**src/rtl/ci_fft_feeder.sv**
```systemverilog
// Boxcar-decimates 12-bit offset-binary ADC samples, converts them to two's complement, queues them and strobes them out spaced >= GAP cycles.
// Latency: group-completing sample to nd is 3 clocks; a full FIFO with no same-cycle pop drops the sample and sets sticky overflow.
module ci_fft_feeder #(
    parameter int DEC_LOG2   = 2,
    parameter int FRAME_LEN  = 64,
    parameter int FIFO_DEPTH = 16,
    parameter int GAP        = 4
) (
    input  logic        clk,
    input  logic        reset,
    input  logic        adc_valid,
    input  logic [0:11] adc_data,
    output logic        nd,
    output logic [0:11] data,
    output logic        frame_start,
    output logic        overflow,
    output logic [6:0]  fill_level
);
    localparam int AW = 12 + DEC_LOG2;
    localparam int GW = (DEC_LOG2 > 0) ? DEC_LOG2 : 1;
    localparam int PW = $clog2(FIFO_DEPTH);
    localparam int FW = $clog2(FRAME_LEN);
    localparam logic [GW-1:0] GRP_LAST = GW'((1 << DEC_LOG2) - 1);
    localparam logic [7:0]    HOLD_LD  = 8'((GAP > 1) ? GAP - 2 : 0);

    typedef enum logic {S_IDLE, S_HOLD} state_t;

    logic [AW-1:0] acc_q, acc_d, sum;
    logic [GW-1:0] grp_q, grp_d;
    logic          dec_vld_q, dec_vld_d;
    logic [11:0]   dec_dat_q, dec_dat_d;

    logic [11:0]   mem_q [FIFO_DEPTH];
    logic [PW-1:0] wr_q, wr_d, rd_q, rd_d;
    logic [6:0]    count_q, count_d;
    logic          ovf_q, ovf_d;
    logic          empty, full, pop, push_ok;

    state_t        state_q, state_d;
    logic [7:0]    wait_q, wait_d;
    logic [FW-1:0] frame_q, frame_d;
    logic          nd_q, nd_d, fs_q, fs_d;
    logic [11:0]   data_q, data_d;

    assign sum = acc_q + AW'(adc_data);

    always_comb begin
        acc_d     = acc_q;
        grp_d     = grp_q;
        dec_vld_d = 1'b0;
        dec_dat_d = dec_dat_q;
        if (adc_valid) begin
            if (grp_q == GRP_LAST) begin
                acc_d     = '0;
                grp_d     = '0;
                dec_vld_d = 1'b1;
                // Flipping the MSB maps offset-binary onto two's complement.
                dec_dat_d = 12'(sum >> DEC_LOG2) ^ 12'h800;
            end else begin
                acc_d = sum;
                grp_d = grp_q + 1'b1;
            end
        end
    end

    assign empty = (count_q == 7'd0);
    assign full  = (count_q == 7'(FIFO_DEPTH));

    always_comb begin
        state_d = state_q;
        wait_d  = wait_q;
        pop     = 1'b0;
        nd_d    = 1'b0;
        fs_d    = 1'b0;
        data_d  = data_q;
        frame_d = frame_q;
        case (state_q)
            S_IDLE: begin
                if (!empty) begin
                    pop     = 1'b1;
                    nd_d    = 1'b1;
                    data_d  = mem_q[rd_q];
                    fs_d    = (frame_q == '0);
                    frame_d = frame_q + 1'b1;
                    if (GAP > 1) begin
                        state_d = S_HOLD;
                        wait_d  = HOLD_LD;
                    end
                end
            end
            S_HOLD: begin
                if (wait_q == 8'd0) state_d = S_IDLE;
                else                wait_d  = wait_q - 8'd1;
            end
            default: state_d = S_IDLE;
        endcase
    end

    // A same-cycle pop frees the slot, so a full FIFO still accepts the push.
    assign push_ok = dec_vld_q && (!full || pop);

    always_comb begin
        wr_d    = push_ok ? wr_q + 1'b1 : wr_q;
        rd_d    = pop ? rd_q + 1'b1 : rd_q;
        count_d = count_q;
        if (push_ok && !pop)      count_d = count_q + 7'd1;
        else if (!push_ok && pop) count_d = count_q - 7'd1;
        ovf_d   = ovf_q | (dec_vld_q & ~push_ok);
    end

    always_ff @(posedge clk) begin
        if (push_ok) mem_q[wr_q] <= dec_dat_q;
    end

    always_ff @(posedge clk) begin
        if (reset) begin
            acc_q     <= '0;
            grp_q     <= '0;
            dec_vld_q <= 1'b0;
            dec_dat_q <= '0;
            wr_q      <= '0;
            rd_q      <= '0;
            count_q   <= '0;
            ovf_q     <= 1'b0;
            state_q   <= S_IDLE;
            wait_q    <= '0;
            frame_q   <= '0;
            nd_q      <= 1'b0;
            fs_q      <= 1'b0;
            data_q    <= '0;
        end else begin
            acc_q     <= acc_d;
            grp_q     <= grp_d;
            dec_vld_q <= dec_vld_d;
            dec_dat_q <= dec_dat_d;
            wr_q      <= wr_d;
            rd_q      <= rd_d;
            count_q   <= count_d;
            ovf_q     <= ovf_d;
            state_q   <= state_d;
            wait_q    <= wait_d;
            frame_q   <= frame_d;
            nd_q      <= nd_d;
            fs_q      <= fs_d;
            data_q    <= data_d;
        end
    end

    assign nd          = nd_q;
    assign data        = data_q;
    assign frame_start = fs_q;
    assign overflow    = ovf_q;
    assign fill_level  = count_q;
endmodule

```
**config.mk**
```make
export PLATFORM = sky130hd
export DESIGN_NAME = ci_fft_feeder
export DESIGN_NICKNAME = d
export VERILOG_FILES = /design/src/rtl/ci_fft_feeder.sv
export SDC_FILE = /design/constraint.sdc
export NUM_CORES = 1
export LEC_CHECK = 0
export ABC_CLOCK_PERIOD_IN_PS = 9500
export BUFFER_PORTS_ARGS = -buffer_cell sky130_fd_sc_hd__buf_2
export CORE_MARGIN = 5
export CORE_UTILIZATION = 60
export DETAILED_ROUTE_END_ITERATION = 6
export GPL_TIMING_DRIVEN = 1
export MAX_ROUTING_LAYER = met4
export PLACE_DENSITY = 0.74
export REMOVE_ABC_BUFFERS = 1
export SETUP_SLACK_MARGIN = 0.1
export SYNTH_ARGS = -nofsm -noshare
export SYNTH_HDL_FRONTEND = slang
export SYNTH_SLANG_ARGS = --single-unit
```
**constraint.sdc**
```tcl
create_clock -name clk -period 9.5 [get_ports clk]
set_clock_uncertainty 0.1 [all_clocks]
set_input_delay 1.9 -clock clk [delete_from_list [all_inputs] [get_ports clk]]
set_output_delay 1.9 -clock clk [all_outputs]
set_load 0.005 [all_outputs]
```
# After elaboration in Yosys (flattened, before gate mapping)
# Memory sizes are Yosys's and may differ from the RTL's. A register that Yosys moved wholly into a read port is not among the register bits.
# Index checks and enable logic that the tools add are counted.
[word_totals]
ff_bits = 62
ram_bits = 192
input_bits = 15
out_inout_bits = 22
mem_count = 1
[memory_table]
columns = ["memory", "depth", "word_bits", "rd", "rd_clocked_by_memory_dff", "wr", "line_no", "text"]
rows = [
  ["mem_q", 16, 12, 1, 1, 1, "33", "logic [11:0] mem_q [FIFO_DEPTH];"],
]
[op_classes]
add_sub_neg = 8
n_eq_ne = 4
mux = 14
bitwise_logic = 7
n_reduce_logical = 16
[op_table]
columns = ["op", "count"]
rows = [
  ["2-to-1 mux 8 bit", 2],
  ["one-hot mux 8 bit (2 select lines)", 1],
  ["adder 14 x 12 -> 14 bit", 1],
  ["2-to-1 mux 14 bit", 1],
  ["2-to-1 mux 7 bit", 2],
  ["adder 4 x 1 -> 4 bit (second input constant)", 2],
  ["zero test 8 bit", 1],
  ["subtractor 8 x 1 -> 8 bit (second input constant)", 1],
  ["adder 7 x 1 -> 7 bit (second input constant)", 1],
  ["equality test 7 x 5 -> 1 bit (second input constant)", 1],
  ["zero test 7 bit", 1],
  ["subtractor 7 x 1 -> 7 bit (second input constant)", 1],
  ["adder 6 x 1 -> 6 bit (second input constant)", 1],
  ["zero test 6 bit", 1],
  ["2-to-1 mux 1 bit", 6],
  ["AND reduction 2 bit", 3],
  ["NOT 1 bit", 5],
  ["inequality test 2 bit (second input constant)", 2],
  ["logical AND 1 bit", 3],
  ["zero test 1 bit", 3],
  ["OR reduction 3 bit", 1],
  ["adder 2 x 1 -> 2 bit (second input constant)", 1],
  ["equality test 2 bit (second input constant)", 1],
  ["2-to-1 mux 2 bit", 1],
  ["6 further kinds", 6],
]

# Longest topological paths before layout
# Gate-level depths: netlist (run 1).
[logic_depth]
word_depth = 9
ltp_mapped = 12

# Worst setup path after synthesis (run 1)
# OpenSTA, ideal clock, no wires.
[synth_timing]
kind = "input to register"
from = "in adc_data[11] (netlist bit)"
to = "reg dec_dat_q[10]"
t_arrival_ps = 3291
slack_ps = 5980
cell_stages = 8
n_path_buf = 0
cell_sequence = "ha_1 inv_1 fa_1 nor2b_1 o31a_1 o2111a_1 o22a_1 o211ai_1"
[synth_between]
elab_chain_cells = 1
[synth_lines]
columns = ["element", "line_no", "text"]
rows = [
  ["start, declared", "12", "input logic [0:11] adc_data,"],
  ["adder 14 x 12 -> 14 bit", "45", "assign sum = acc_q + AW'(adc_data);"],
  ["end signal, assigned", "135", "dec_dat_q <= dec_dat_d;"],
  ["end, declared", "31", "logic [11:0] dec_dat_q, dec_dat_d;"],
]
# No other way between the ends.
# A chain may end at the register's enable or synchronous reset.

# Final worst setup path (run 1)
[layout_timing]
from = "reg count_q[0], in the netlist fill_level[0]"
to = "reg count_q[6], in the netlist fill_level[6]"
[layout_between]
elab_chain_cells = 8
elab_cells_between_ends = 16
[layout_lines]
columns = ["element", "line_no", "text"]
rows = [
  ["start, declared", "35", "logic [6:0] count_q, count_d;"],
  ["start signal, assigned", "138", "count_q <= count_d;"],
  ["parallel branches: the longest is 8 deep, another holds subtractor 7 x 1 -> 7 bit", "-", ""],
]
# Several ways; the timed one is not identified. The select of a mux whose other input is x is not followed.

==> flow_metrics.env, run 1 <==
export IMPL_core_um2=18100
export IMPL_hpwl_mm=14.3
export IMPL_yosysWarnings=0
export IMPL_crit_type="reg2reg"
export IMPL_cts_buffers_inserted=26
export IMPL_grt_max_degree=69
export IMPL_worstHoldPathType="reg2reg"
export IMPL_end_kind="flop"
export IMPL_period_share_pct=41.6
export IMPL_syn_instance_count=738
export IMPL_grt_overflow=0
export IMPL_synthArstFlopShare_pct=0
export IMPL_yosysMostFrequentCell="edfxtp_1"
export IMPL_chipHeight_um=146
export IMPL_first_global_vias=6699
export IMPL_start_kind="flop"
export IMPL_n_antenna_cell=0
export IMPL_initial_core_util_pct=61.3
export IMPL_synth_area_um2=11100
export IMPL_io_buffer_count=36
export IMPL_period_needed_ns=3.96
export IMPL_grt_usage_pct=23.1
export IMPL_h_tree_depth=1
export IMPL_finalSetupViolCount=0
export IMPL_avgSynthCellArea_um2=15.0
export IMPL_pwr_share_clk_pct=34.5
export IMPL_synth_seq_area_share_pct=65.4
export IMPL_clockBufferDepth=3
export IMPL_rsz0062_at_grt="no"
export IMPL_synth_edf_count=192
export IMPL_pwr_share_comb_pct=22.9
export IMPL_yosys_area_top_type_share_pct=52.0
export IMPL_p_leak_nw=4.65
export IMPL_vdd_ir_drop_max_mv=0.223
export IMPL_fin_nets=833
export IMPL_cts_hold_buf=0
export IMPL_slew_headroom_pct=28.5
export IMPL_synth_seq_cells=266
export IMPL_clock_latency_ns=0.52
export IMPL_synth_top_area_cell="edfxtp_1"
export IMPL_drt_iter0_markers=513
export IMPL_cts_tree="built"
export IMPL_avgRoutedWirePerCell_um=22.4
export IMPL_cp_required_ns=9.85
export IMPL_p_int_mw=2.40
export IMPL_gp_congestion=0.908
export IMPL_cts_sinks=266
export IMPL_power_density_nw_per_um2=264
export IMPL_synth_area_top_cells="edfxtp_1 (52%), dfxtp_1 (13%), mux4_2 (12%), ha_1 (3.2%), nand2_1 (2.1%)"
export IMPL_seqPwrFrac_pct=42.6
export IMPL_cts_setup_buffers=0
export IMPL_drv_cap=0
export IMPL_pin_count=37
export IMPL_final_hold_violation_count=0
export IMPL_switchingPower_mw=0.911
export IMPL_drcViolationCount=0
export IMPL_fmax_mhz=253
export IMPL_grt_antenna_before_repair=0
export IMPL_ys_types=62
export IMPL_grt_first_pass_wirelength_mm=37.1
export IMPL_cts_resized=0
export IMPL_arrival_ns=4.30
export IMPL_ctsRootBufferMaster="clkbuf_16"
export IMPL_vias=6510
export IMPL_cp_max_fo=25
export IMPL_vias_per_cell=6.28
export IMPL_postLayoutCoreUtil_pct=69.4
export IMPL_dr_pass1_iters=4
export IMPL_ys_flop_type="edfxtp_1"
export IMPL_detail_route_antenna_nets=0
export IMPL_swShare_pct=27.5
export IMPL_chipWidth_um=146
export IMPL_drive_above_1_share_pct=20.9
export IMPL_die_area_um2=21300
export IMPL_rows=49
export IMPL_synth_common_cells="edfxtp_1 (192), dfxtp_1 (74), nand2_1 (63), mux4_2 (60), nor2_1 (58)"
export IMPL_tns_ns=0
export IMPL_totalWireLength_mm=23.2
export IMPL_status="finished, final reports clean"
export IMPL_clkTransAtPathRegs_ns=0.06
export IMPL_syn2layout_area_growth_pct=13.2
export IMPL_slew_violations=0
export IMPL_tightest_slew_ns=1.07
state kept, by name, summed over array words and instances, names as in the netlist:
signal and cells:
overflow 1, state_q 1, dec_vld_q 1, frame_q 6, mem_q 192, acc_q 14
data 12, wait_q 8, nd 1, fill_level 7, rd_q 4, grp_q 2
wr_q 4, dec_dat_q 12, frame_start 1
layout make-up:
type | instances | area (um^2)
flip-flops and latches | 266 | 7250
well taps | 229 | 287
multi-input cells | 421 | 3650
clock buffers | 29 | 703
fillers | 1156 | 5540
inverters | 18 | 67.6
repair buffers | 55 | 323
clock inverters | 18 | 268
layer usage:
metal	global-route usage, %	vias to the layer above	routed length (um)
li1	-	2980	-
met1	30.1	3227	9370
met2	38.0	244	11800
met3	3.24	59	1370
met4	7.55	0	665
met5	-	-	0
kinds of logic after synthesis:
family	Yosys count	synth area share, %
flops	266	65.4
simple gates	190	7.94
compound gates	119	7.23
mux	65	12.6
buf+inv	51	1.95
fa+ha+maj	30	3.52
xor+xnor	17	1.34
worst paths after layout:
| path | from | to | slack [ns] | depth (start not counted) |
|---|---|---|---|---|
| max | fill_level[0]$_SDFFE_PP0P_ | fill_level[6]$_SDFFE_PP0P_ | 5.54 | 12 |
| min reg2reg | data[8]$_SDFFE_PP0P_ | data[8]$_SDFFE_PP0P_ | 0.37 | 2 |
| min | data[8]$_SDFFE_PP0P_ | data[8]$_SDFFE_PP0P_ | 0.37 | 2 |
| max reg2reg | fill_level[0]$_SDFFE_PP0P_ | fill_level[6]$_SDFFE_PP0P_ | 5.54 | 12 |
stage by stage:
stage	total power [mW]	worst slack (ns)	hold WS (ns)	area, um^2	instances
global route	3.47	5.19	0.386	12600	1036
global placement	2.16	5.60	0.342	11600	989
finish	3.31	5.54	0.367	12600	1036
floorplan	1.98	5.26	0.329	10900	705
CTS	3.33	5.51	0.363	12600	1036
detailed placement	2.19	5.50	0.352	11600	989
power by group through the flow:
stage	Clock [mW]	Combinational, mW	Sequential [mW]
6_report	1.14	0.757	1.41
5_1_grt	1.21	0.836	1.43
4_1_cts	1.16	0.762	1.41
3_5_place_dp	0	0.748	1.44
3_3_place_gp	0	0.724	1.43
2_1_floorplan	0	0.549	1.43
worst max-delay path, cell delays in order (launching register included):
cell	delay, ns
dfxtp_1	0.44
nor4_1	0.14
a31oi_2	0.20
buf_4	0.33
clkinv_1	0.64
ha_1	0.50
inv_1	0.23
ha_1	0.32
a21o_1	0.20
a21oi_1	0.24
o21ai_0	0.15
a31o_2	0.23
a21oi_1	0.13
layout by cell type (no fill, tap or decap), types with 19 or more instances in the layout:
cell type and n:
buf_4 19, clkbuf_16 27, buf_2 36, a21oi_1 44, nor2_1 58, edfxtp_1 192, nand2_1 63, mux4_2 60
dfxtp_1 72, ha_1 28
Power figures use the tool's default switching activity.
==> run 2: changes to the inputs <==
--- a/config.mk
+++ b/config.mk
@@ -5,7 +5,7 @@
 export SDC_FILE = /design/constraint.sdc
 export NUM_CORES = 1
 export LEC_CHECK = 0
-export ABC_CLOCK_PERIOD_IN_PS = 9500
+export ABC_CLOCK_PERIOD_IN_PS = 4100
 export BUFFER_PORTS_ARGS = -buffer_cell sky130_fd_sc_hd__buf_2
 export CORE_MARGIN = 5
 export CORE_UTILIZATION = 60
==> constraint.sdc (replaced) <==
create_clock -name clk -period 4.1 [get_ports clk]
set_clock_uncertainty 0.1 [all_clocks]
set_input_delay 0.82 -clock clk [delete_from_list [all_inputs] [get_ports clk]]
set_output_delay 0.82 -clock clk [all_outputs]
set_load 0.005 [all_outputs]
==> run 2 against run 1 <==
Power up 120%. Setup slack worse by 5.0 ns. Register-to-register slack worse by 5.0 ns. Critical path type unchanged.
==> flow_metrics.env, run 2 (synthesis gave the netlist of run 1 again) <==
export IMPL_h_tree_depth=1
export IMPL_clock_latency_ns=0.51
export IMPL_rsz0062_at_grt="no"
export IMPL_largest_reg_flops=192
export IMPL_vdd_ir_drop_max_mv=0.392
export IMPL_avgRoutedWirePerCell_um=23.1
export IMPL_syn2layout_area_growth_pct=12.2
export IMPL_reg_top3="mem_q (192), acc_q (14)"
export IMPL_period_needed_ns=3.53
export IMPL_fmax_mhz=283
export IMPL_cts_buffers_inserted=27
export IMPL_grt_antenna_before_repair=0
export IMPL_cts_tree="built"
export IMPL_hold_ws_ns=0.353
export IMPL_grt_first_pass_wirelength_mm=38.3
export IMPL_slew_headroom_pct=29.1
export IMPL_power_density_nw_per_um2=586
export IMPL_slew_violations=0
export IMPL_vias=6573
export IMPL_p_leak_nw=4.71
export IMPL_cp_max_fo=9
export IMPL_crit_type="reg2reg"
export IMPL_largest_register="mem_q"
export IMPL_clockBufferDepth=3
export IMPL_drv_cap=0
export IMPL_finalSetupViolCount=0
export IMPL_die_area_um2=21300
export IMPL_final_common_cell="edfxtp_1"
export IMPL_arrival_ns=3.87
export IMPL_fillers=1201
export IMPL_cts_setup_buffers=0
export IMPL_start_kind="flop"
export IMPL_totalWireLength_mm=24.1
export IMPL_grt_use_met2_pct=41.3
export IMPL_grt_overflow=0
export IMPL_chipHeight_um=146
export IMPL_n_antenna_cell=0
export IMPL_drt_iter0_markers=549
export IMPL_clkTransAtPathRegs_ns=0.06
export IMPL_multi_input_area_um2=3650
export IMPL_ctsRootBufferMaster="clkbuf_16"
export IMPL_final_cell_area_um2=12400
export IMPL_detail_route_antenna_nets=0
export IMPL_grt_usage_pct=23.7
export IMPL_drive_above_1_share_pct=20.4
export IMPL_vias_per_cell=6.33
export IMPL_cts_resized=0
export IMPL_core_um2=18100
export IMPL_register_area_um2=7250
export IMPL_most_common_layout_cells="edfxtp_1 (192), dfxtp_1 (72), nand2_1 (63)"
export IMPL_cp_required_ns=4.44
export IMPL_cts_hold_buf=0
export IMPL_initial_core_util_pct=61.3
export IMPL_busiest_layer="met2"
export IMPL_status="finished, final reports clean"
export IMPL_drcViolationCount=0
export IMPL_use_met3_pct=3.30
export IMPL_pin_count=37
export IMPL_chipWidth_um=146
export IMPL_final_hold_violation_count=0
export IMPL_grtUsageMet1_pct=29.1
export IMPL_rows=49
export IMPL_grt_max_degree=68
export IMPL_first_global_vias=6806
export IMPL_io_buffer_count=36
export IMPL_period_share_pct=86.0
export IMPL_placed_area_um2=11600
export IMPL_cts_sinks=266
export IMPL_worstHoldPathType="reg2reg"
export IMPL_dr_pass1_iters=6
export IMPL_hpwl_mm=14.5
export IMPL_gp_congestion=0.867
export IMPL_fin_nets=835
export IMPL_end_kind="flop"
export IMPL_tightest_slew_ns=1.06
## run 2: cell count changes in the layout (fill, tap and decap cells not counted), sizes merged
cell,before,now
clkinv,11,12
clkinvlp,1,0
buf,55,56
inv,17,16
clkbuf,29,36
bufinv,7,3
## run 2: report_power, final
| group | internal (mW) | switching (mW) | total (mW) |
|---|---|---|---|
| Sequential | 3.01 | 0.268 | 3.28 |
| Clock | 1.41 | 0.965 | 2.38 |
| Combinational | 0.808 | 0.828 | 1.64 |
## run 2: worst paths after layout
kind	startpoint	cells after the start	end	slack, ns
max	fill_level[3]$_SDFFE_PP0P_	10	fill_level[6]$_SDFFE_PP0P_	0.57
max reg2reg	fill_level[3]$_SDFFE_PP0P_	10	fill_level[6]$_SDFFE_PP0P_	0.57
min	data[10]$_SDFFE_PP0P_	2	data[10]$_SDFFE_PP0P_	0.35
min reg2reg	data[10]$_SDFFE_PP0P_	2	data[10]$_SDFFE_PP0P_	0.35
## run 2: through the flow
| step | std cells | power [mW] | util (%) | setup TNS [ns] | worst slack [ns] |
|---|---|---|---|---|---|
| 2_1_floorplan | 705 | 4.50 | - | -0.146 | -0.143 |
| 3_3_place_gp | 990 | 4.88 | 64.1 | 0 | 0.790 |
| 3_5_place_dp | 990 | 4.95 | 64.1 | 0 | 0.604 |
| 4_1_cts | 1039 | 7.34 | 68.8 | 0 | 0.581 |
| 5_1_grt | 1039 | 7.67 | 68.8 | 0 | 0.331 |
| 6_report | 1039 | 7.30 | 68.8 | 0 | 0.572 |
## run 2: cell type report
| class | instances | share of cell area, % |
|---|---|---|
| multi-input combinational | 421 | 29.3 |
| sequential | 266 | 58.3 |
| tap | 229 | 2.30 |
| clock inverter | 13 | 1.08 |
| timing repair buffer | 56 | 2.66 |
| clock buffer | 36 | 5.78 |
| inverter | 18 | 0.543 |
## run 2: metal layers
layer  routed length, um  part of all wire [%]
met2               12700                    53
met5                   0                     0
met3                1460                   6.1
met4                 716                   3.0
met1                9130                    38
## run 2: worst max-delay path, cell delays in order (launching register included)
cell      delay (ns)
dfxtp_1         0.35
nor4_1          0.58
a41oi_1         0.47
ha_1            0.41
inv_1           0.21
ha_1            0.34
nor4_1          0.34
a31oi_1         0.07
a21boi_0        0.16
a31o_2          0.27
a21oi_1         0.14
